$ cat src/rtl/div_unit_pkg.sv
// div_unit_pkg: shared widths, operation and state encodings for the divider
package div_unit_pkg;
   localparam int XLEN = 32;
   typedef enum logic [1:0] {OP_DIV = 2'b00, OP_DIVU = 2'b01, OP_REM = 2'b10, OP_REMU = 2'b11} op_e;
   typedef enum logic [1:0] {S_IDLE, S_CALC, S_FIN} state_e;
endpackage

$ cat src/rtl/div_sign_fix.sv
// div_sign_fix: operand magnitudes for signed ops and RV32M sign restoration of the result
module div_sign_fix
   import div_unit_pkg::*;
(
   input  logic [1:0]      op_i,
   input  logic [XLEN-1:0] a_i,
   input  logic [XLEN-1:0] b_i,
   input  logic [XLEN-1:0] quo_i,
   input  logic [XLEN-1:0] rem_i,
   output logic [XLEN-1:0] a_mag_o,
   output logic [XLEN-1:0] b_mag_o,
   output logic [XLEN-1:0] res_o
);
   logic a_neg, b_neg;
   // op bit 0 clear marks the signed forms (DIV, REM)
   assign a_neg   = ~op_i[0] & a_i[XLEN-1];
   assign b_neg   = ~op_i[0] & b_i[XLEN-1];
   assign a_mag_o = a_neg ? -a_i : a_i;
   assign b_mag_o = b_neg ? -b_i : b_i;
   assign res_o   = op_i[1] ? (a_neg ? -rem_i : rem_i) : ((a_neg ^ b_neg) ? -quo_i : quo_i);
endmodule

$ cat src/rtl/div_unit.sv
// div_unit: 32-cycle restoring radix-2 divider (DIV/DIVU/REM/REMU) with single-cycle special cases
module div_unit #(
   parameter int XLEN = div_unit_pkg::XLEN
) (
   input  logic            CLK,
   input  logic            RESET,
   input  logic            START,
   input  logic [1:0]      OP,
   input  logic [XLEN-1:0] DATA1,
   input  logic [XLEN-1:0] DATA2,
   output logic            BUSY,
   output logic            DONE,
   output logic [XLEN-1:0] RESULT
);
   import div_unit_pkg::*;
   state_e state_q, state_d;
   logic [5:0] cnt_q, cnt_d;
   logic [XLEN:0] rem_q, rem_d, sh, diff, rem_n;
   logic [XLEN-1:0] quo_q, quo_d, dvs_q, dvs_d, a_q, a_d, b_q, b_d, res_q, res_d, quo_n;
   logic [XLEN-1:0] sf_a, sf_b, a_mag, b_mag, fix_res;
   logic [1:0] op_q, op_d, sf_op;
   logic idle, div0, ovf, rem_unused;
   assign idle = state_q == S_IDLE;
   assign sf_a = idle ? DATA1 : a_q;
   assign sf_b = idle ? DATA2 : b_q;
   assign sf_op = idle ? OP : op_q;
   assign div0 = DATA2 == '0;
   assign ovf = (OP == OP_DIV || OP == OP_REM) && DATA1 == {1'b1, {(XLEN-1){1'b0}}} && DATA2 == '1;
   // one restoring step: shift in the next dividend bit, keep the difference unless it borrows
   assign sh = {rem_q[XLEN-1:0], quo_q[XLEN-1]};
   assign diff = sh - {1'b0, dvs_q};
   assign rem_n = diff[XLEN] ? sh : diff;
   assign quo_n = {quo_q[XLEN-2:0], ~diff[XLEN]};
   assign rem_unused = rem_q[XLEN];
   div_sign_fix u_sign_fix (
      .op_i   (sf_op),
      .a_i    (sf_a),
      .b_i    (sf_b),
      .quo_i  (quo_n),
      .rem_i  (rem_n[XLEN-1:0]),
      .a_mag_o(a_mag),
      .b_mag_o(b_mag),
      .res_o  (fix_res)
   );
   always_comb begin
      state_d = state_q;
      cnt_d = cnt_q;
      rem_d = rem_q;
      quo_d = quo_q;
      dvs_d = dvs_q;
      a_d = a_q;
      b_d = b_q;
      op_d = op_q;
      res_d = res_q;
      case (state_q)
         S_IDLE: if (START) begin
            a_d = DATA1;
            b_d = DATA2;
            op_d = OP;
            dvs_d = b_mag;
            quo_d = a_mag;
            rem_d = '0;
            cnt_d = '0;
            state_d = (div0 || ovf) ? S_FIN : S_CALC;
            res_d = div0 ? (OP[1] ? DATA1 : '1) : ovf ? (OP[1] ? '0 : {1'b1, {(XLEN-1){1'b0}}}) : res_q;
         end
         S_CALC: begin
            rem_d = rem_n;
            quo_d = quo_n;
            cnt_d = cnt_q + 6'd1;
            state_d = (cnt_q == 6'd31) ? S_FIN : S_CALC;
            res_d = (cnt_q == 6'd31) ? fix_res : res_q;
         end
         default: state_d = S_IDLE;
      endcase
   end
   always_ff @(posedge CLK) begin
      if (RESET) begin
         state_q <= S_IDLE;
         cnt_q <= '0;
         rem_q <= '0;
         quo_q <= '0;
         dvs_q <= '0;
         a_q <= '0;
         b_q <= '0;
         op_q <= '0;
         res_q <= '0;
      end else begin
         state_q <= state_d;
         cnt_q <= cnt_d;
         rem_q <= rem_d;
         quo_q <= quo_d;
         dvs_q <= dvs_d;
         a_q <= a_d;
         b_q <= b_d;
         op_q <= op_d;
         res_q <= res_d;
      end
   end
   assign BUSY = ~idle;
   assign DONE = state_q == S_FIN;
   assign RESULT = res_q;
endmodule

$ cat config.mk
export PLATFORM = sky130hd
export DESIGN_NAME = div_unit
export DESIGN_NICKNAME = d
export VERILOG_FILES = /design/src/rtl/div_unit_pkg.sv /design/src/rtl/div_sign_fix.sv /design/src/rtl/div_unit.sv
export SDC_FILE = /design/constraint.sdc
export NUM_CORES = 1
export LEC_CHECK = 0
export CAP_MARGIN = 25
export CORE_ASPECT_RATIO = 2
export CORE_UTILIZATION = 40
export DETAILED_ROUTE_END_ITERATION = 7
export PLACE_DENSITY = 0.7
export REMOVE_ABC_BUFFERS = 1
export SLEW_MARGIN = 10
export SYNTH_ARGS = -nofsm -noshare
export SYNTH_HDL_FRONTEND = slang
export SYNTH_HIERARCHICAL = 1
export SYNTH_SLANG_ARGS = --single-unit
$ cat constraint.sdc
create_clock -name CLK -period 4.8 [get_ports CLK]
set_input_delay 0.72 -clock CLK [delete_from_list [all_inputs] [get_ports CLK]]
set_output_delay 0.72 -clock CLK [all_outputs]
set_load 0.03 [all_outputs]
==> flow_metrics.env, run 1 <==
export IMPL_yosys_cell_types_count=77
export IMPL_syn_area_mm2=0.0145
export IMPL_cts_root_buffer="clkbuf_16"
export IMPL_powerDensity_mw_per_mm2=558
export IMPL_hold_buffers=0
export IMPL_synth_warnings=6
export IMPL_post_drt_via_cell_ratio=5.86
export IMPL_cts_buffer_depth=3
export IMPL_drtPass1Iterations=8
export IMPL_yosysTopAreaCell="dfxtp_1"
export IMPL_tns_ns=0
export IMPL_clkSlewWorstSetupHoldPaths_ns=0.07
export IMPL_cap_violations=0
export IMPL_grt_overflow=0
export IMPL_worst_pin_slew_ns=0.983
export IMPL_final_layout_size_suffix_gt1_share_pct=14.8
export IMPL_cts_tree="yes"
export IMPL_drc_errors=0
export IMPL_slew_viol_final=0
export IMPL_grt_antenna_before_repair=0
export IMPL_reg2regPathDepth=18
export IMPL_worstPathMaxFanout=7
export IMPL_grt_pass1_vias=14547
export IMPL_period_share_pct=98.7
export IMPL_area_growth_pct=20.2
export IMPL_core_mm2=0.0357
export IMPL_layout_commonest_cell="nand2_1"
export IMPL_cts_buffers=21
export IMPL_endpoint_kind="flip-flop"
export IMPL_wl_per_cell_um=20.0
export IMPL_dr_total_vias=14784
export IMPL_ant_nets=0
export IMPL_fmax_ghz=0.211
export IMPL_cp_slowest_cell="nor4_1"
export IMPL_clk_latency_ns=0.55
export IMPL_power_uw=9730
export IMPL_relSlewSlack_pct=33.9
export IMPL_crit_required_ns=5.25
export IMPL_grt_pass1_wl_mm=77.0
export IMPL_grt_total_usage_pct=26.9
export IMPL_synth_cells=1929
export IMPL_crit_top_cell="buf_4"
export IMPL_cts_sinks=202
export IMPL_initialDrtViolationCount=856
export IMPL_die_area_mm2=0.0370
export IMPL_power_leakage_uw=0.00670
export IMPL_placementRows=98
export IMPL_crit_type="reg2reg"
export IMPL_worstPathArrival_ns=5.19
export IMPL_postSynthAreaPerCell_um2=7.51
export IMPL_finalInstanceArea_mm2=0.0174
export IMPL_fin_nets=2167
export IMPL_io_pins=103
export IMPL_h_tree_depth=1
export IMPL_cp_cell_sequence="ha_1, a21oi_2, o21ai_2, a311oi_2, or2_4, o211ai_1, nor3_4, buf_12, buf_4, mux2_4, nor4_1, buf_4, nand2_1, o41ai_2, xor2_1, mux2i_2, a21oi_1, a211oi_1"
export IMPL_die_h_um=271
export IMPL_final_cell_mix="305 x nand2_1, 210 x a21oi_1, 201 x dfxtp_1, 166 x nor2_1, 129 x buf_4"
export IMPL_synth_area_top_cells="dfxtp_1 28%, nand2_1 7.9%, a21oi_1 7.3%"
export IMPL_grt_max_degree=120
export IMPL_min_period_ns=4.74
export IMPL_die_w_um=137
export IMPL_ys_seq_area_share_pct=27.9
export IMPL_yosysTopAreaCellShare_pct=27.9
export IMPL_hold_class="reg2reg"
export IMPL_synth_edf_count=0
export IMPL_hold_ws_ns=0.450
export IMPL_slowest_delay_ns=0.43
export IMPL_placed_area_mm2=0.0166
export IMPL_dpl_hpwl_mm=38.0
export IMPL_finalSetupViolations=0
export IMPL_place_gp_congestion=0.959
export IMPL_synth_seq_cells=202
export IMPL_portBuffers=102
export IMPL_fin_worst_skew_ns=0.0294
export IMPL_hold_violations=0
export IMPL_min_path_cells=2
export IMPL_initial_utilization_pct=40.6
export IMPL_ir_worst_vdd_mv=0.422
export IMPL_antenna_cells=0
export IMPL_fin_util_pct=48.8
export IMPL_synth_ff_type="dfxtp_1"
export IMPL_fillerInstances=3487
export IMPL_crit_path_start_kind="flip-flop"
export IMPL_ys_async_sr_fraction_pct=0
export IMPL_status="finished clean"
export IMPL_wirelength_mm=50.4
where the power goes:
group / total (uW) / switching (uW) / internal (uW)
Clock: 1640 / 746 / 891
Sequential: 1960 / 143 / 1820
Combinational: 6130 / 3270 / 2860
critical path, delay by kind of cell (launching register included):
family,cells,cell delay [ns]
compound gates,7,1.61
flops,1,0.36
simple gates,4,1.07
fa+ha+maj,1,0.39
buf+inv,3,0.49
xor+xnor,1,0.14
mux,2,0.57
routing by layer:
layer  wire (um)  vias up  GRT usage, %  part of all wire (%)
li1            -     7081             -                     -
met5           0        -             0                     0
met2       26200      487          49.5                    52
met3        2000      189          2.50                   4.0
met4        4540        0          22.7                   9.0
met1       17600     7027          26.4                    35
Yosys cell counts (4+ instances only):
library cell	number
a211oi_1	37
xor2_1	68
a311oi_1	23
nor2_1	169
a21boi_0	4
o31ai_1	24
mux2_4	24
mux2i_1	26
o21ai_0	42
nand4_1	19
inv_1	72
nor4_1	33
or3_1	26
o21bai_1	4
o31a_1	5
a31oi_1	17
nand2_1	306
and2_1	7
nor3_1	66
a21oi_1	210
nand2b_1	15
a22o_1	26
mux2_2	66
or4_1	4
xnor2_1	71
o211ai_1	10
o21a_1	10
dfxtp_1	202
a2bb2oi_1	4
buf_1	6
nor2b_1	53
o41ai_1	14
clkbuf_1	106
nand3_1	20
buf_2	8
a21o_1	9
o21ai_1	14
ha_1	37
and3_1	6
stage by stage:
step           setup WS, ns  instances
3_3_place_gp        -0.0298       2479
6_report             0.0644       2523
4_1_cts              0.0189       2518
3_5_place_dp         -0.172       2481
5_1_grt             -0.0379       2523
2_1_floorplan         -1.98       1800
final timing paths:
kind / start / to / slack [ns]
setup reg to reg: rem_q[16]$_SDFFE_PP0P_ / RESULT[27]$_SDFFE_PP0P_ / 0.06
hold / removal: b_q[29]$_SDFFE_PP0P_ / b_q[29]$_SDFFE_PP0P_ / 0.45
hold reg to reg: b_q[29]$_SDFFE_PP0P_ / b_q[29]$_SDFFE_PP0P_ / 0.45
setup / recovery: rem_q[16]$_SDFFE_PP0P_ / RESULT[27]$_SDFFE_PP0P_ / 0.06
final cells by class:
class,count,area [um^2],share of cell area [%]
inverter,72,270,1.55
tap,450,563,3.23
clock inverter,10,85.1,0.488
timing repair buffer,237,2120,12.2
sequential,202,4050,23.2
clock buffer,26,564,3.24
multi-input combinational,1526,9770,56.1
timing repair:
item / 4_1_cts / 5_1_grt
cloned: 0 / 0
buffers inserted: 1 / 4
gates resized for setup: 7 / 14
pin swaps: 1 / 5
endpoints found under the setup margin: 11 / 24
kinds of logic after synthesis:
| logic type | after synthesis | synth area share, % |
|---|---|---|
| muxes | 116 | 9.41 |
| DFF | 202 | 27.9 |
| AOI/OAI and AO/OA | 480 | 21.0 |
| xor gates and xnor gates | 139 | 8.40 |
| and+or+nand+nor | 753 | 24.3 |
| buffers and inverters | 201 | 5.64 |
| adders and majority gates | 38 | 3.33 |
flip-flops by register name, indices dropped and copies added (netlist names):
| register | cells |
|---|---|
| dvs_q | 32 |
| a_q | 32 |
| rem_q | 32 |
| op_q | 2 |
| b_q | 32 |
| state_q | 2 |
| cnt_q | 6 |
| RESULT | 32 |
| quo_q | 32 |
(Power assumes the default switching activity.)
==> inputs of run 2 (changes only) <==
Settings changed: HOLD_SLACK_MARGIN from default to 0.02.
Clock period 4.8 ns to 4 ns, I/O delays scaled along.
==> run 2 against run 1 <==
Compared with the run above: the flow now finishes with violations (negative setup slack); cell area rose by 9.0%; critical path depth rose by 4; first-iteration DRC count rose by 16%; utilization rose by 4.4 points; wire length rose by 2.5%; clock power rose by 24%; via count rose by 3.7%; final cell count rose by 5.4%; critical endpoint is now RESULT[31]$_SDFFE_PP0P_.
==> flow_metrics.env, run 2 (same netlist as run 1, synthesis figures left out) <==
export IMPL_worstPathArrival_ns=4.75
export IMPL_worst_pin_slew_ns=1.25
export IMPL_hold_buffers=0
export IMPL_grt_pass1_vias=15436
export IMPL_grt_pass1_wl_mm=79.9
export IMPL_die_area_mm2=0.0370
export IMPL_slew_viol_final=0
export IMPL_tns_ns=-6.41
export IMPL_drtPass1Iterations=5
export IMPL_initial_utilization_pct=40.6
export IMPL_portBuffers=102
export IMPL_endpoint_kind="flip-flop"
export IMPL_crit_required_ns=4.38
export IMPL_finalInstanceArea_mm2=0.0190
export IMPL_rr_endpoint="RESULT[31]$_SDFFE_PP0P_"
export IMPL_grt_overflow=0
export IMPL_sequential_cell_area_mm2=0.00405
export IMPL_final_cell_mix="303 x nand2_1, 247 x buf_4, 199 x dfxtp_1, 198 x a21oi_1, 164 x nor2_1"
export IMPL_hold_violations=0
export IMPL_area_growth_pct=31.0
export IMPL_grt_max_degree=73
export IMPL_worstPathMaxFanout=6
export IMPL_min_path_cells=2
export IMPL_crit_type="reg2reg"
export IMPL_clkSlewWorstSetupHoldPaths_ns=0.07
export IMPL_setup_ws_ns=-0.370
export IMPL_drc_errors=0
export IMPL_reg2reg_from="rem_q[16]$_SDFFE_PP0P_"
export IMPL_die_w_um=137
export IMPL_power_leakage_uw=0.00749
export IMPL_power_uw=13500
export IMPL_powerDensity_mw_per_mm2=709
export IMPL_critical_path_top_delay_family="compound AO/OA/AOI/OAI gates"
export IMPL_hp_start="dvs_q[17]$_SDFFE_PP0P_"
export IMPL_die_h_um=271
export IMPL_ir_worst_vdd_mv=0.633
export IMPL_min_period_ns=4.37
export IMPL_wirelength_mm=51.6
export IMPL_placementRows=98
export IMPL_p_switching_uw=5670
export IMPL_dr_total_vias=15335
export IMPL_cts_root_buffer="clkbuf_16"
export IMPL_core_mm2=0.0357
export IMPL_intPower_uw=7790
export IMPL_reg2regPathDepth=22
export IMPL_clk_latency_ns=0.52
export IMPL_cp_slowest_cell="dfxtp_1"
export IMPL_cap_violations=0
export IMPL_cp_cell_sequence="ha_1, a21oi_2, o21ai_2, a311oi_2, buf_4, o211ai_1, o211ai_1, nor3_4, buf_12, buf_6, buf_6, buf_6, mux2_4, buf_6, nor3_4, buf_4, nand3b_1, o41ai_2, xor2_1, a211oi_2, o211ai_1, a21oi_1"
export IMPL_slowest_delay_ns=0.45
export IMPL_r2r_slack_ns=-0.37
export IMPL_hold_class="reg2reg"
export IMPL_fin_worst_skew_ns=0.0163
export IMPL_post_drt_via_cell_ratio=5.77
export IMPL_status="finished with violations"
export IMPL_period_share_pct=109
export IMPL_min_to="dvs_q[17]$_SDFFE_PP0P_"
export IMPL_violations="negative setup slack"
export IMPL_h_tree_depth=1
export IMPL_combPwrFrac_pct=67.4
export IMPL_wl_per_cell_um=19.4
export IMPL_cts_tree="yes"
export IMPL_multi_input_area_mm2=0.0102
export IMPL_grt_total_usage_pct=27.7
export IMPL_cts_buffers=21
export IMPL_fillerInstances=3259
export IMPL_place_gp_congestion=0.922
export IMPL_grt_antenna_before_repair=1
export IMPL_ant_nets=0
export IMPL_power_frac_seq_pct=17.4
export IMPL_dpl_hpwl_mm=38.8
export IMPL_p_sw_share_pct=42.1
export IMPL_relSlewSlack_pct=16.4
export IMPL_crit_top_cell="buf_6"
export IMPL_initialDrtViolationCount=995
export IMPL_fin_nets=2303
export IMPL_power_frac_clock_pct=15.2
export IMPL_grt_setup_unrepaired="yes"
export IMPL_finalSetupViolations=27
export IMPL_final_layout_size_suffix_gt1_share_pct=22.7
export IMPL_timing_critical_path_buf_inv=7
export IMPL_antenna_cells=0
export IMPL_cts_buffer_depth=3
export IMPL_fmax_ghz=0.229
export IMPL_io_pins=103
export IMPL_cts_sinks=202
export IMPL_placed_area_mm2=0.0175
export IMPL_crit_path_start_kind="flip-flop"
export IMPL_layout_commonest_cell="nand2_1"
[run 2: cell types whose count changed in the layout (fill, tap and decap cells not counted), sizes merged]
cell	before	now
buf	136	272
bufinv	1	2
clkinvlp	1	0
clkbuf	26	32
clkinv	6	2
inv	74	72
[run 2: worst min-delay path, stage by stage (launching register included)]
cell and delay, ns:
dfxtp_1 0.31, nand2_1 0.05, a21oi_1 0.05
[run 2: how the worst max path moves through the flow]
stage          slack [ns]                     from                       to  cells past startpoint
2_1_floorplan       -2.78  state_q[0]$_SDFFE_PP0P_  RESULT[14]$_SDFFE_PP0P_                     10
3_3_place_gp        -0.62   quo_q[31]$_SDFFE_PP0P_  RESULT[20]$_SDFFE_PP0P_                     21
3_5_place_dp        -0.68   rem_q[18]$_SDFFE_PP0P_  RESULT[20]$_SDFFE_PP0P_                     18
4_1_cts             -0.32   quo_q[31]$_SDFFE_PP0P_  RESULT[24]$_SDFFE_PP0P_                     23
5_1_grt             -0.58   quo_q[31]$_SDFFE_PP0P_  RESULT[31]$_SDFFE_PP0P_                     23
6_report            -0.37   rem_q[16]$_SDFFE_PP0P_  RESULT[31]$_SDFFE_PP0P_                     22
[run 2: layer usage]
| layer | wire (um) | global-route usage, % |
|---|---|---|
| met5 | 9 | 0 |
| met4 | 5400 | 25.5 |
| met2 | 26400 | 50.5 |
| met3 | 2200 | 2.95 |
| met1 | 17600 | 26.6 |
[run 2: metrics by stage]
step	setup slack, ns	instances	hold WS [ns]	utilization (%)
2_1_floorplan	-2.78	1800	0.428	-
3_3_place_gp	-0.620	2609	0.439	49.2
3_5_place_dp	-0.676	2609	0.444	49.2
4_1_cts	-0.317	2652	0.456	52.5
5_1_grt	-0.581	2659	0.466	53.2
6_report	-0.370	2659	0.453	53.2
[run 2: timing repair]
action,4_1_cts,5_1_grt
gates resized for setup,91,41
pin swaps,77,56
buffers inserted,11,9
endpoints found under the setup margin,29,29
[run 2: layout make-up]
class / instances / share of cell area (%)
multi-input combinational: 1526 / 53.8
tap: 450 / 2.97
sequential: 202 / 21.3
inverter: 72 / 1.44
timing repair buffer: 373 / 16.9
clock inverter: 4 / 0.389
clock buffer: 32 / 3.20
[run 2: power groups by stage]
stage | clock network [uW] | registers, uW | logic [uW]
2_1_floorplan | 0 | 2380 | 3940
3_3_place_gp | 0 | 2380 | 6930
3_5_place_dp | 0 | 2390 | 7040
4_1_cts | 2070 | 2340 | 8420
5_1_grt | 2140 | 2360 | 9610
6_report | 2040 | 2350 | 9080
